## src/rtl/lct_ghost_filter.sv

```systemverilog
// lct_ghost_filter
// Removes ghost tracks from the two-track pattern-finder output. A track is a
// ghost if a track with an adjacent key (|dkey| <= 1) was accepted within the
// last dead_time BX with equal or better quality, or, for the second track,
// if it sits next to the best track in the same BX. Two-stage pipeline: stage 1
// registers the raw tracks, stage 2 filters, promotes and registers outputs.
//
// Ports
//   clk, rst_n               trigger clock, async active-low reset
//   hv/hp/hnp/hfap           best track in: valid, quality[1:0], key[6:0], accel flag
//   lv/lp/lnp/lfap           second track in, same fields
//   filter_en                0 = pass-through, 1 = ghost filtering
//   dead_time[2:0]           cross-BX ghost window in BX (0 disables it)
//   trig_stop                freeze: outputs zeroed, history and counters hold
//   bv/bq/bkey/bfa           filtered best track out
//   sv/sq/skey/sfa           filtered second track out
//   lct_cnt, ghost_cnt       saturating counts of emitted / suppressed tracks
module lct_ghost_filter #(
    parameter int HIST_DEPTH = 7
) (
    input  logic        clk,
    input  logic        rst_n,
    input  logic        hv,
    input  logic [1:0]  hp,
    input  logic [6:0]  hnp,
    input  logic        hfap,
    input  logic        lv,
    input  logic [1:0]  lp,
    input  logic [6:0]  lnp,
    input  logic        lfap,
    input  logic        filter_en,
    input  logic [2:0]  dead_time,
    input  logic        trig_stop,
    output logic        bv,
    output logic [1:0]  bq,
    output logic [6:0]  bkey,
    output logic        bfa,
    output logic        sv,
    output logic [1:0]  sq,
    output logic [6:0]  skey,
    output logic        sfa,
    output logic [15:0] lct_cnt,
    output logic [15:0] ghost_cnt
);

    // Track word layout: {valid, quality[1:0], key[6:0], fa}. History keeps
    // only the upper ten bits because the accel flag plays no part in matching.

    // Keys match when they differ by at most one; no wrap-around.
    function automatic logic key_match(input logic [6:0] a, input logic [6:0] b);
        logic [7:0] diff;
        diff = (a >= b) ? ({1'b0, a} - {1'b0, b}) : ({1'b0, b} - {1'b0, a});
        return (diff <= 8'd1);
    endfunction

    // Counter increment that sticks at all-ones.
    function automatic logic [15:0] sat_add(input logic [15:0] cnt, input logic [1:0] inc);
        logic [16:0] sum;
        sum = {1'b0, cnt} + {15'd0, inc};
        return sum[16] ? 16'hFFFF : sum[15:0];
    endfunction

    logic [10:0] s1_b_r;
    logic [10:0] s1_s_r;
    logic [9:0]  hist_r [HIST_DEPTH][2];

    logic        b_hit_s;
    logic        s_hit_s;
    logic        b_sup_s;
    logic        s_sup_s;
    logic        b_keep_s;
    logic        s_keep_s;
    logic [10:0] nb_s;
    logic [10:0] ns_s;
    logic [1:0]  emit_n_s;
    logic [1:0]  ghost_n_s;

    // Stage 1: capture raw tracks every clk, even while frozen.
    always_ff @(posedge clk or negedge rst_n) begin
        if (!rst_n) begin
            s1_b_r <= 11'd0;
            s1_s_r <= 11'd0;
        end else begin
            s1_b_r <= {hv, hp, hnp, hfap};
            s1_s_r <= {lv, lp, lnp, lfap};
        end
    end

    // Cross-BX search: any live history entry inside the window with an
    // adjacent key and quality at least as good marks the track as a ghost.
    always_comb begin
        b_hit_s = 1'b0;
        s_hit_s = 1'b0;
        for (int i = 0; i < HIST_DEPTH; i++) begin
            for (int j = 0; j < 2; j++) begin
                b_hit_s = b_hit_s | (hist_r[i][j][9] && (i < int'({29'd0, dead_time}))
                                     && key_match(hist_r[i][j][6:0], s1_b_r[7:1])
                                     && (hist_r[i][j][8:7] >= s1_b_r[9:8]));
                s_hit_s = s_hit_s | (hist_r[i][j][9] && (i < int'({29'd0, dead_time}))
                                     && key_match(hist_r[i][j][6:0], s1_s_r[7:1])
                                     && (hist_r[i][j][8:7] >= s1_s_r[9:8]));
            end
        end
    end

    // Suppression decisions. The second track is compared with the original
    // best even when the best itself turns out to be a ghost.
    always_comb begin
        b_sup_s   = filter_en & s1_b_r[10] & b_hit_s;
        s_sup_s   = filter_en & s1_s_r[10]
                    & (s_hit_s | (s1_b_r[10] & key_match(s1_b_r[7:1], s1_s_r[7:1])));
        b_keep_s  = s1_b_r[10] & ~b_sup_s;
        s_keep_s  = s1_s_r[10] & ~s_sup_s;
        ghost_n_s = {1'b0, b_sup_s} + {1'b0, s_sup_s};
    end

    // Slot assignment: promote a surviving second track into an empty best
    // slot only while filtering; every unused slot is all-zero.
    always_comb begin
        nb_s = 11'd0;
        ns_s = 11'd0;
        if (b_keep_s) begin
            nb_s = s1_b_r;
            ns_s = s_keep_s ? s1_s_r : 11'd0;
        end else if (s_keep_s && filter_en) begin
            nb_s = s1_s_r;
            ns_s = 11'd0;
        end else if (s_keep_s) begin
            nb_s = 11'd0;
            ns_s = s1_s_r;
        end else begin
            nb_s = 11'd0;
            ns_s = 11'd0;
        end
        emit_n_s = {1'b0, nb_s[10]} + {1'b0, ns_s[10]};
    end

    // Stage 2: register outputs, shift history and update counters; a freeze
    // blanks the outputs and holds all state.
    always_ff @(posedge clk or negedge rst_n) begin
        if (!rst_n) begin
            {bv, bq, bkey, bfa} <= 11'd0;
            {sv, sq, skey, sfa} <= 11'd0;
            lct_cnt             <= 16'd0;
            ghost_cnt           <= 16'd0;
            for (int i = 0; i < HIST_DEPTH; i++) begin
                hist_r[i][0] <= 10'd0;
                hist_r[i][1] <= 10'd0;
            end
        end else if (trig_stop) begin
            {bv, bq, bkey, bfa} <= 11'd0;
            {sv, sq, skey, sfa} <= 11'd0;
        end else begin
            {bv, bq, bkey, bfa} <= nb_s;
            {sv, sq, skey, sfa} <= ns_s;
            lct_cnt             <= sat_add(lct_cnt, emit_n_s);
            ghost_cnt           <= sat_add(ghost_cnt, ghost_n_s);
            for (int i = HIST_DEPTH - 1; i > 0; i--) begin
                hist_r[i][0] <= hist_r[i-1][0];
                hist_r[i][1] <= hist_r[i-1][1];
            end
            hist_r[0][0] <= nb_s[10:1];
            hist_r[0][1] <= ns_s[10:1];
        end
    end

endmodule

```

## config.mk

```make
export PLATFORM = sky130hd
export DESIGN_NAME = lct_ghost_filter
export DESIGN_NICKNAME = d
export VERILOG_FILES = /design/src/rtl/lct_ghost_filter.sv
export SDC_FILE = /design/constraint.sdc
export NUM_CORES = 1
export LEC_CHECK = 0
export ABC_AREA = 1
export CAP_MARGIN = 20
export CORE_UTILIZATION = 58
export DETAILED_ROUTE_END_ITERATION = 8
export GPL_TIMING_DRIVEN = 1
export PLACE_DENSITY = 0.88
export SKIP_CTS_REPAIR_TIMING = 1
export SLEW_MARGIN = 20
export SYNTH_ARGS = -nofsm -noshare
export SYNTH_HDL_FRONTEND = slang
export SYNTH_SLANG_ARGS = --single-unit
```

## constraint.sdc

```tcl
create_clock -name clk -period 5.85 [get_ports clk]
set_clock_uncertainty 0.2 [all_clocks]
set_input_delay 1.755 -clock clk [delete_from_list [all_inputs] [get_ports clk]]
set_output_delay 1.755 -clock clk [all_outputs]
set_load 0.005 [all_outputs]
```

After elaboration in Yosys (flattened, before gate mapping)
Cells that the tools add are included.

Register bits: 216. Latch bits: 0. Bits in writable memories: 0. ROM bits: 0. Bits of input ports: 29. Output and inout port bits: 54. Logic and storage cells: 332. Memories: 0.

$add $sub $neg: 62. $mul: 0. Divide/modulo/power cells: 0. Order comparisons: 93. Eq/ne operators: 0. Shifts and indexed selects: 0. Muxes and demuxes: 44. Bitwise operators: 36. Reduce and logical (&&, ||, !) cells: 71.

Operators with widths (count): subtractor 7 x 7 -> 8 bit (58); less-or-equal comparator 8 x 1 -> 1 bit, second input constant (29); 2-to-1 mux 8 bit (29); greater-or-equal comparator 7 bit (29); logical AND 1 bit (71); greater-or-equal comparator 2 bit (28); 2-to-1 mux 11 bit (5); adder 16 x 2 -> 17 bit (2); 2-to-1 mux 16 bit (2); OR 1 bit (27); 2-to-1 mux 7 bit (2); less-than comparator 3 bit, first input constant (3); bitwise AND 1 bit (7); less-than comparator 1 x 3 -> 1 bit, first input constant (2); less-than comparator 2 x 3 -> 1 bit, first input constant (2); adder 1 x 1 -> 2 bit (2); 2-to-1 mux 1 bit (4); 2-to-1 mux 2 bit (2); inverter 1 bit (2).

Depth between registers and ports, before layout
Depth after elaboration: 28. Mapped depth: 37. Depth with buffers taken out: 35.

Worst setup path after synthesis
OpenSTA, ideal clock, no wires.

Path kind: reg-to-reg. Start point: register s1_s_r[2]. End point: register lct_cnt[14]. Library setup time: 0.133 ns. Data arrival time: 6.109 ns. Data required time: 5.517 ns. Setup slack: -0.592 ns. Stages on the path, launching flop included: 34. Path buffers: 1. Period minus slack after synthesis: 6.442 ns. Cell sequence: dfrtp_1 inv_1 fa_1 nand3_1 inv_1 nor2_1 nor2_1 nor2_2 nand2_1 nand2_1 nand3_1 nand2_1 nor2_1 nand2_1 nand4_1 nor2_1 nand4_1 a21oi_2 buf_4 inv_1 a21oi_1 fa_1 ha_1 nand2_1 nor3_1 inv_1 nor2_1 inv_1 nor3_1 inv_1 nor2_1 nand2_1 o21ai_0 nand3b_1.

Cells in the longest elaborated chain, start to end: 28. Elaborated cells between the ends (all ways): 130. Those cells by class: add/sub: 32; order compare: 30; mux: 21; bitwise: 18; reduce/logical: 29.

RTL lines: start: declaration (line 64) `logic [10:0] s1_s_r;`; start signal: assignment (line 85) `s1_s_r <= {lv, lp, lnp, lfap};`; subtractor 7 x 7 -> 8 bit / greater-or-equal comparator 7 bit (equally long branches) (line 52) `diff = (a >= b) ? ({1'b0, a} - {1'b0, b}) : ({1'b0, b} - {1'b0, a});`; 2-to-1 mux 8 bit (line 52); less-or-equal comparator 8 x 1 -> 1 bit (line 53) `return (diff <= 8'd1);`; logical AND 1 bit (line 100) `&& key_match(hist_r[i][j][6:0], s1_s_r[7:1])`; logical AND 1 bit (line 101) `&& (hist_r[i][j][8:7] >= s1_s_r[9:8]));`; OR 1 bit (13 in series) (line 99) `s_hit_s = s_hit_s | (hist_r[i][j][9] && (i < int'({29'd0, dead_time}))`; OR 1 bit (*) (line 111) `& (s_hit_s | (s1_b_r[10] & key_match(s1_b_r[7:1], s1_s_r[7:1])));`; bitwise AND 1 bit (*) (line 111); inverter 1 bit (*) (line 113) `s_keep_s = s1_s_r[10] & ~s_sup_s;`; bitwise AND 1 bit (*) (line 113); 2-to-1 mux 11 bit / logical AND 1 bit (equally long branches) (line 124, 128, 125); 2-to-1 mux 11 bit (line 125) `end else if (s_keep_s && filter_en) begin`; 2-to-1 mux 11 bit (*) (line 122) `if (b_keep_s) begin`; named net ns_s[10] (line 74) `logic [10:0] ns_s;`; adder 1 x 1 -> 2 bit (*) (line 135) `emit_n_s = {1'b0, nb_s[10]} + {1'b0, ns_s[10]};`; adder 16 x 2 -> 17 bit (*) (line 59) `sum = {1'b0, cnt} + {15'd0, inc};`; 2-to-1 mux 16 bit (*) (line 60) `return sum[16] ? 16'hFFFF : sum[15:0];`; end signal: assignment (line 156) `lct_cnt <= sat_add(lct_cnt, emit_n_s);`; end: declaration (line 42) `output logic [15:0] lct_cnt,`.

The timed path passes the listed nets; every way through them passes the cells marked *. A chain may end at the register's enable or synchronous reset.

Worst setup path after layout
Start point: register s1_b_r[6]. End point: register lct_cnt[14].

Cells in the longest elaborated chain, start to end: 25. Elaborated cells between the ends (all ways): 133. Those cells by class: add/sub: 32; order compare: 30; mux: 21; bitwise: 21; reduce/logical: 29.

RTL lines: start: declaration (line 63) `logic [10:0] s1_b_r;`; start signal: assignment (line 84) `s1_b_r <= {hv, hp, hnp, hfap};`; subtractor 7 x 7 -> 8 bit / greater-or-equal comparator 7 bit (equally long branches) (line 52); 2-to-1 mux 8 bit (line 52); less-or-equal comparator 8 x 1 -> 1 bit (line 53); logical AND 1 bit (line 97) `&& key_match(hist_r[i][j][6:0], s1_b_r[7:1])`; logical AND 1 bit (line 98) `&& (hist_r[i][j][8:7] >= s1_b_r[9:8]));`; OR 1 bit (13 in series) (line 96) `b_hit_s = b_hit_s | (hist_r[i][j][9] && (i < int'({29'd0, dead_time}))`; bitwise AND 1 bit (line 109) `b_sup_s = filter_en & s1_b_r[10] & b_hit_s;`; inverter 1 bit (line 112) `b_keep_s = s1_b_r[10] & ~b_sup_s;`; bitwise AND 1 bit (line 112); 2-to-1 mux 11 bit (*) (line 122); named net ns_s[10] (line 74); adder 1 x 1 -> 2 bit (*) (line 135); adder 16 x 2 -> 17 bit (*) (line 59); 2-to-1 mux 16 bit (*) (line 60).

Marked as above.

==> metrics.md <==
| Metric | Value |
|---|---|
| Run status | finished clean |
| Via count of the first global-routing pass | 28,600 |
| Maximum level of the CTS H-tree | 1 |
| TritonCTS clock tree | built |
| Horizontal extent of the die | 229 um |
| Relative contribution of sequential cells to total power | 23.7% |
| F_max | 0.183 GHz |
| Kind of critical path | flip-flop to flip-flop |
| Peak ir drop on the vdd network | 284 uV |
| Pin count of the biggest net entering global routing | 122 |
| Initial antenna violation count | 1 |
| Total number of nets in the final design | 5,096 |
| Synthesized area per cell | 6.70 um2 |
| All-layer global routing usage | 36.8% |
| Fraction of final layout cells with drive strength greater than 1 | 6.44% |
| Worst-case clock buffer depth | 3 |
| Ratio of routed vias to standard cells | 5.76 |
| Initial core utilization | 59.1% |
| Total CTS buffers | 27 |
| Final cell area excluding filler cells | 0.0329 mm2 |
| Normalized max-slew margin | 42.1% |
| Period minus WS final | 5470 ps |
| Unique masters post-synth | 48 |
| Type of element capturing the critical path | flip-flop |
| Library cell used as clock root buffer | sky130_fd_sc_hd__clkbuf_16 |
| Combinational power share | 53.1% |
| Library cell occupying the most area in the post-synthesis netlist | sky130_fd_sc_hd__ha_1 |
| Register area | 0.00542 mm2 |
| Static Leakage | 0.0176 uW |
| Max-cap viol count | 0 |
| Number of pins exceeding their max-slew limit in the final report | 0 |
| Cell area after synthesis | 0.0298 mm2 |
| Hold Crit Class | flip-flop to flip-flop |
| Final worst path period share | 93.5% |
| DRC violations left | 0 |
| Req. time, crit path | 6110 ps |
| Power density over the cells | 243 mW/mm2 |
| Slowest Stage Delay on Critical Path | 380 ps |
| Slew @ Worst Pin | 868 ps |
| Clock latency at the later pin of the worst-skew pair | 580 ps |
| Boundary Pins | 83 |
| Total setup violations reported at the end of the flow | 0 |
| Arrival time at the worst endpoint | 5730 ps |
| Via total after detailed routing | 30,200 |
| Relative contribution of the clock network to total power | 23.2% |
| Net count after synthesis | 5,005 |
| Switching Share | 46.4% |
| Cell count after synthesis | 4,452 |
| Startpoint types | flip-flop |
| Synth-to-layout area growth | 10.3% |
| Area of the core region | 0.0505 mm2 |
| Fraction of post-synthesis cell area in the top cell type by area | 19.5% |
| Count of TritonRoute iterations in the first routing pass | 8 |
| Number of fill cells | 4,415 |
| Worst-path fanout max | 8 |
| Total overflow reported by the global router | 0 |
| Area occupied by multi-input gates | 0.0215 mm2 |
| FP Rows | 82 |
| Die ar. | 0.0523 mm2 |
| IO buf count | 82 |
| Main area contributors after synthesis | sky130_fd_sc_hd__ha_1 (19%), sky130_fd_sc_hd__dfrtp_1 (18%), sky130_fd_sc_hd__nand2_1 (16%) |
| Initial detailed-routing violation count | 2,851 |
| Wire length of the first global-routing pass | 153,000 um |
| Yosys warning total | 0 |
| Clock-pin slew on the worst setup and hold paths | 60 ps |
| Clock sink count | 216 |
| Slowest CP cell | sky130_fd_sc_hd__dfrtp_1 |
| Cell internal pwr | 4280 uW |
| Final HPWL DP | 73,200 um |
| Cell repeated most along the worst path | sky130_fd_sc_hd__nand2_1 |
| PnR Total Power | 7990 uW |
| FF+latch count, synth | 216 |
| Gp weighted congestion | 1.05 |
| Switching power of the nets | 3700 uW |
| Final Hold Vio Count | 0 |
| Total cell area at the placement stage | 0.0318 mm2 |
| Wire length reported by the detailed router | 97,500 um |
| Proportion of synthesized chip area in sequential cells | 18.1% |
| Vert. Die Dim | 229 um |
| Count of antenna-violating nets left after detailed routing | 0 |
| Setup repair after global routing missed its margin | false |
| Routed WL per cell | 18.6 um |
cell usage in the layout, fill, tap and decap left out, drive strengths merged, types with 29 or more instances in the layout:
master         Yosys  final
nand2           1306   1306
inv              639    636
ha               464    464
nor2             324    324
a21oi            310    310
o21ai            305    305
nand3            243    243
dfrtp            216    216
xor2             164    164
buf               72    104
nand4             96     96
clkdlybuf4s50      0     78
fa                60     60
o21a              35     35
clkbuf            49     33
xnor2             32     32
nand3b            29     29
per-stage QoR:
step,instances,hold WS [ps],utilization [%],setup TNS [ps],setup slack (ps)
after floorplan,4452,242,-,0,218
after global placement,5179,254,62.9,-3260,-524
after detailed placement,5179,271,62.9,-7580,-651
after CTS,5227,284,64.8,-173,-63.2
after global routing,5234,309,65.1,0,11.4
final,5236,281,65.2,0,382
Yosys cell counts (all sizes together):
| library cell | instances |
|---|---|
| inv | 639 |
| nand3b | 29 |
| fa | 60 |
| nand2 | 1306 |
| clkinv | 1 |
| o221ai | 25 |
| buf | 72 |
| o2111ai | 1 |
| o21bai | 5 |
| nor3 | 19 |
| a211o | 1 |
| nand2b | 1 |
| clkbuf | 49 |
| o211ai | 25 |
| o21ai | 305 |
| nor3b | 2 |
| xor2 | 164 |
| dlygate4sd3 | 1 |
| dfrtp | 216 |
| nand4 | 96 |
| a21o | 13 |
| or2 | 8 |
| xnor2 | 32 |
| a21oi | 310 |
| and2 | 1 |
| nor2 | 324 |
| nand3 | 243 |
| nor4 | 2 |
| a31oi | 1 |
| ha | 464 |
| mux2i | 2 |
| o21a | 35 |
cell families (layout without fill, tap and decap cells):
logic type	Yosys count	after routing	synth area share (%)
XOR/XNOR	196	196	5.76
adder cells (fa/ha/maj)	524	524	23.5
other	0	2	0
buffers and inverters	762	872	10.2
AND/OR/NAND/NOR	2031	2031	29.0
flip-flops	216	216	18.1
AO/OA/AOI/OAI	721	721	13.4
multiplexers	2	2	0.0671
critical path: cells and delay by family, from the launching register on:
family | cells | cell delay (ps)
simple gates | 18 | 2210
buf+inv | 6 | 1020
compound gates | 4 | 840
fa+ha+maj | 3 | 710
flops | 1 | 380
power by group through the flow:
stage	Sequential (uW)	Clock, uW	Combinational [uW]
global route	1910	1920	4730
global placement	1900	0	4060
finish	1890	1850	4240
floorplan	1850	0	2970
CTS	1880	1870	4140
detailed placement	1910	0	4110
registers in the layout, summed over array words and instances, names as in the netlist:
signal,cells
sv,1
bq,2
ghost_cnt,16
skey,7
bv,1
sq,2
bfa,1
s1_b_r,11
lct_cnt,16
s1_s_r,11
bkey,7
sfa,1
hist_r,140
routing by layer:
layer,vias to the layer above,global-route usage (%),wire (um)
met1,13700,46.8,39100
met3,409,7.02,9290
met2,1495,57.4,41700
met5,-,0,13
met4,2,23.3,7480
li1,14500,-,-
area by class of cell:
class,count,share of cell area [%]
timing repair buffer,184,5.50
clock inverter,15,0.677
antenna,2,0.0152
clock buffer,33,2.21
sequential,216,16.5
inverter,640,7.35
multi-input combinational,3474,65.2
tap,672,2.56
final timing paths:
kind	startpoint	to	slack, ps	cells after the start
worst max register to register	s1_b_r[6]$_DFF_PN0_	lct_cnt[14]$_DFFE_PN0N_	380	31
worst min-delay path	hist_r[89]$_DFFE_PN0N_	hist_r[89]$_DFFE_PN0N_	280	2
worst max-delay path	s1_b_r[6]$_DFF_PN0_	lct_cnt[14]$_DFFE_PN0N_	380	31
worst min register to register	hist_r[89]$_DFFE_PN0N_	hist_r[89]$_DFFE_PN0N_	280	2
min in group asynchronous	rst_n	skey[4]$_DFF_PN0_	1020	1
max in group asynchronous	rst_n	hist_r[34]$_DFFE_PN0N_	3350	2
(Power assumes the default switching activity.)
